===== config.mk =====
export PLATFORM = sky130hd
export DESIGN_NAME = spart_rx
export DESIGN_NICKNAME = d
export VERILOG_FILES = /design/src/rtl/spart_rx.sv
export SDC_FILE = /design/constraint.sdc
export NUM_CORES = 1
export LEC_CHECK = 0
export ABC_AREA = 1
export ABC_CLOCK_PERIOD_IN_PS = 2400
export BUFFER_PORTS_ARGS = -buffer_cell sky130_fd_sc_hd__buf_2
export CELL_PAD_IN_SITES_DETAIL_PLACEMENT = 2
export CELL_PAD_IN_SITES_GLOBAL_PLACEMENT = 2
export CORE_UTILIZATION = 36
export DETAILED_ROUTE_END_ITERATION = 8
export GPL_TIMING_DRIVEN = 0
export PLACE_DENSITY_LB_ADDON = 0.1
export SKIP_CTS_REPAIR_TIMING = 1
export SLEW_MARGIN = 40
export SYNTH_ARGS = -nofsm -noshare
export SYNTH_HDL_FRONTEND = slang
export SYNTH_SLANG_ARGS = --single-unit

===== constraint.sdc =====
create_clock -name clk -period 2.4 [get_ports clk]
set_clock_uncertainty 0.2 [all_clocks]
set_input_delay 0.48 -clock clk [delete_from_list [all_inputs] [get_ports clk]]
set_output_delay 0.48 -clock clk [all_outputs]
set_load 0.05 [all_outputs]

===== src/rtl/spart_rx.sv =====
// SPART receive front end: 16x-oversampled 8N1 UART receiver feeding a small
// byte FIFO, with sticky framing-error and overrun flags.
module spart_rx #(
    parameter int DIV        = 54,
    parameter int DEPTH_LOG2 = 2
) (
    input  logic                  clk,
    input  logic                  rst,
    input  logic                  rxd,
    input  logic                  rd,
    input  logic                  clr_err,
    output logic [7:0]            rx_data,
    output logic                  rx_valid,
    output logic [DEPTH_LOG2:0]   rx_count,
    output logic                  frame_err,
    output logic                  overrun
);

    localparam int DEPTH = 1 << DEPTH_LOG2;

    typedef enum logic [2:0] {IDLE, START, DATA, STOP, WAIT_HIGH} state_t;

    state_t                state;
    logic                  s1;
    logic                  rs;
    logic [15:0]           tcnt;
    logic [3:0]            sc;
    logic [2:0]            bi;
    logic [7:0]            shreg;
    logic [7:0]            mem [DEPTH];
    logic [DEPTH_LOG2-1:0] wp;
    logic [DEPTH_LOG2-1:0] rp;

    logic tick;
    logic mid;
    logic push;
    logic ferr_evt;
    logic full;
    logic pop;
    logic wr;
    logic ovr_evt;

    assign tick     = (tcnt == 16'(DIV - 1));
    assign mid      = tick && (sc == 4'd7);
    assign push     = (state == STOP) && mid && rs;
    assign ferr_evt = (state == STOP) && mid && !rs;
    assign full     = (rx_count == (DEPTH_LOG2 + 1)'(DEPTH));
    assign pop      = rd && (rx_count != '0);
    assign wr       = push && (!full || pop);
    assign ovr_evt  = push && full && !pop;

    assign rx_data  = mem[rp];
    assign rx_valid = (rx_count != '0);

    always_ff @(posedge clk or negedge rst) begin
        if (!rst) begin
            s1 <= 1'b1;
            rs <= 1'b1;
        end else begin
            s1 <= rxd;
            rs <= s1;
        end
    end

    // The IDLE->START edge is the tick counter's first cycle, so every
    // sample lands on the last clk of a k*DIV window measured from the
    // first low rs.
    always_ff @(posedge clk or negedge rst) begin
        if (!rst) begin
            state <= IDLE;
            tcnt  <= '0;
            sc    <= '0;
            bi    <= '0;
        end else begin
            if (state != IDLE) begin
                tcnt <= tick ? 16'd0 : tcnt + 16'd1;
                if (tick)
                    sc <= sc + 4'd1;
            end
            case (state)
                IDLE: begin
                    if (!rs) begin
                        state <= START;
                        tcnt  <= 16'd1;
                        sc    <= '0;
                        bi    <= '0;
                    end else begin
                        tcnt  <= '0;
                    end
                end
                START: begin
                    if (mid)
                        state <= rs ? IDLE : DATA;
                end
                DATA: begin
                    if (mid) begin
                        if (bi == 3'd7)
                            state <= STOP;
                        else
                            bi <= bi + 3'd1;
                    end
                end
                STOP: begin
                    if (mid)
                        state <= rs ? IDLE : WAIT_HIGH;
                end
                WAIT_HIGH: begin
                    if (rs)
                        state <= IDLE;
                end
                default: state <= IDLE;
            endcase
        end
    end

    always_ff @(posedge clk) begin
        if (state == DATA && mid)
            shreg <= {rs, shreg[7:1]};
    end

    always_ff @(posedge clk) begin
        if (wr)
            mem[wp] <= shreg;
    end

    always_ff @(posedge clk or negedge rst) begin
        if (!rst) begin
            wp       <= '0;
            rp       <= '0;
            rx_count <= '0;
        end else begin
            if (wr)
                wp <= wp + 1'b1;
            if (pop)
                rp <= rp + 1'b1;
            case ({wr, pop})
                2'b10:   rx_count <= rx_count + 1'b1;
                2'b01:   rx_count <= rx_count - 1'b1;
                default: rx_count <= rx_count;
            endcase
        end
    end

    // Set wins over clear when both land in the same cycle.
    always_ff @(posedge clk or negedge rst) begin
        if (!rst) begin
            frame_err <= 1'b0;
            overrun   <= 1'b0;
        end else begin
            frame_err <= ferr_evt | (frame_err & ~clr_err);
            overrun   <= ovr_evt  | (overrun   & ~clr_err);
        end
    end

endmodule


==> metrics <==
status=finished with violations; failing checks=setup timing; floorplan core area=approximately 9300 um2; half-perimeter wire length after placement=approximately 6000 um; fraction of registers with async set or reset after synthesis=about half; type of element capturing the critical path=register; portion of the clock cycle consumed by the worst path in the final layout=103%; Critical Path Fanout Max=3; clock tree from TritonCTS=done; power density cells=a little over 900 nW/um2; cell depth of the worst setup path=17; HP Class=in -> reg; count of endpoints failing hold in the final timing report=0; number of flip-flops and latches in the synthesized netlist=77; post-synthesis simple-gate area fraction=between 10% and 20%; clock transition at the registers of the reported paths=around 0.080 ns; Initial Util=37.5%; pin slew with the least headroom to its limit=0.618 ns; global-route wire length before repair=14100 um; vias after detailed routing=2529; count of H-tree levels built during CTS=3; Pre-Repair DR Iteration Count=4; TritonCTS Buffers=9; sequential fraction of the synthesis area=60.9%; least setup slack across all paths after layout=-0.0794 ns; antenna violations before repair=0; total nets after synthesis=between 300 and 400; WL per Instance=~17 um; achievable clock frequency=~400 MHz; worst-skew pair later-pin latency=about 0.35 ns; final core area utilization=between 40% and 50%; cell type with the largest total area after synthesis=edfxtp_1; distinct cell type count after synthesis=34; top flip-flop cell by instance count after synthesis=edfxtp_1; Antenna Diode Count=0; top cells by area in the synthesized netlist=edfxtp_1 (34%), dfrtp_1 (25%), nor2_1 (5.7%); share of cell area taken by muxes after synthesis=0%; Worst R2R End=rx_count[2]; RePlAce Congestion=0.720; worst slack at placement=-0.498 ns; Chip Width=between 100 and 150 um; critical path data required time=2.45 ns; area delta synth->final=22.9%; overall power after layout=3.98 mW; Post-synth top cells=nor2_1 (53), inv_1 (47), nand2_1 (46); synthesized instance count=around 340; Boundary Pins=19; capture endpoint of the worst hold path=s1; worst-case headroom to the max-slew limit=between 50% and 60%; area of the die=~10000 um2; unrepaired setup endpoints after global routing=yes; Avg Cell Area, Syn=between 10 and 15 um2; num rows=35; arrival time at the worst endpoint=between 2 and 3 ns; cell chain of the critical path=ha_4 -> nand2_2 -> inv_2 -> nand2_2 -> nor2_4 -> nand3_4 -> nor2_4 -> nand2_4 -> nand2_4 -> inv_2 -> fa_2 -> inv_2 -> nand2_2 -> nand2_1 -> nand2_1 -> nand2_1 -> inv_1; Mapped Area=approximately 3500 um2; WHS Path Cells=1; count of nets after finishing=about 400; total buffers and inverters traversed by the critical path=4; CTS Buffer Depth=2; Setup violations, final=20; number of design rule violations left after detail routing=0; dominant combinational cell family by area after synthesis=simple AND/OR/NAND/NOR gates; overall overflow remaining after global route=0; Crit path largest cell delay=0.45 ns; ANT nets after route=0; via count of the first global-routing pass=roughly 2800; register-to-register setup slack=-0.08 ns; post-synthesis share of cell area spent on xor and xnor gates=1.75%; Worst path top cell family by delay=simple AND/OR/NAND/NOR gates; port buffer count=18; critical hold path startpoint=rxd; fraction of post-synthesis cell area in the top cell type by area=about a third; per-cell via count in the routed design=4.86; post-synthesis share of cell area spent on full adders, half adders and majority gates=3.80%; Reg2Reg Launch Point=tcnt[0]; fill cell total of the finished layout=1000; clock root buffer=clkbuf_8; warnings from Yosys=0; peak ir drop on the vdd network=a little under 0.4 mV; maximum number of pins on one net before global-route repair=38; final period demand of the worst path=approximately 2.5 ns; final wirelength=roughly 9000 um; top-count cell post-synth=nor2_1; gr usage total=between 10% and 20%; element type at the critical path start=register; standard cell with the maximum stage delay on the critical path=dfrtp_1; post-synthesis compound-gate area fraction=8.38%; Crit Path Class=reg -> reg; Final Hold Slack=0.0258 ns; number of maximum-capacitance constraint violations=0; Register-to-Register Path Depth=17; number of clock sinks seen by CTS=77; vertical die dimension=between 100 and 150 um; EDFF count, synth=40; layout cells sized above 1=25.8%; total count of max-transition violations in the final report=0; violation count after the first detailed-routing iteration=between 60 and 70; standby leakage power=1.84 nW
==> layout make-up <==
type	instances	area, um2	area share (%)
Sequential cell	77	2130	49.7
Multi-Input combinational cell	212	1280	29.8
Timing Repair Buffer	33	263	6.12
Inverter	51	196	4.57
Tap cell	129	161	3.76
Clock buffer	9	124	2.88
Clock inverter	7	121	2.83
Buffer	2	15.0	0.350
==> registers in the layout, indices dropped and copies added (netlist names) <==
name	flops
state	3
tcnt	16
rs	1
mem	32
frame_err	1
rx_count	3
sc	4
overrun	1
s1	1
shreg	8
bi	3
wp	2
rp	2
==> stage by stage <==
step | TNS, ns | std cells | cell area [um2]
after floorplan | 0 | 344 | 3550
after global placement | -15.75 | 491 | 3800
after detailed placement | -16.47 | 491 | 3810
after global routing | -4.27 | 520 | 4290
final | -0.335 | 520 | 4290
after CTS | -23.62 | 507 | 4050
==> worst max-delay path by stage <==
stage	from	endpoint
3_5_place_dp	tcnt[1]	mem[2][5]
3_3_place_gp	tcnt[1]	mem[0][5]
2_1_floorplan	rx_count[1]	mem[0][0]
5_1_grt	tcnt[1]	rx_count[2]
6_report	tcnt[0]	rx_count[2]
4_1_cts	tcnt[1]	mem[0][0]
==> cells by family after synthesis <==
logic type,count (synthesis)
adder cells (fa/ha/maj),10
AO/OA/AOI/OAI,52
buffers and inverters,55
flip-flops,77
XOR/XNOR,7
AND/OR/NAND/NOR,143
==> layer usage <==
metal,global-route usage (%),routed length (um),vias to the layer above
met2,35.2,4920,23
met4,7.02,172,0
met3,2.29,148,13
li1,-,-,1224
met5,0,0,-
met1,21.6,3760,1269
==> power breakdown <==
group	internal, mW	switching [mW]	total, mW
logic	0.366	0.864	1.23
registers	1.43	0.0924	1.53
clock network	0.699	0.523	1.22
==> layout by cell type, fill, tap and decap left out, drive strengths merged, types with 2 or more instances in the layout <==
master / n
a21oi: 9
a32o: 2
buf: 26
bufinv: 3
clkbuf: 17
clkinv: 2
dfrtp: 35
dfstp: 2
edfxtp: 40
ha: 9
inv: 53
nand2: 50
nand3: 15
nand4: 4
nor2: 60
nor3: 9
nor3b: 3
o21ai: 28
o22ai: 10
xor2: 7
(Power assumes the default switching activity.)
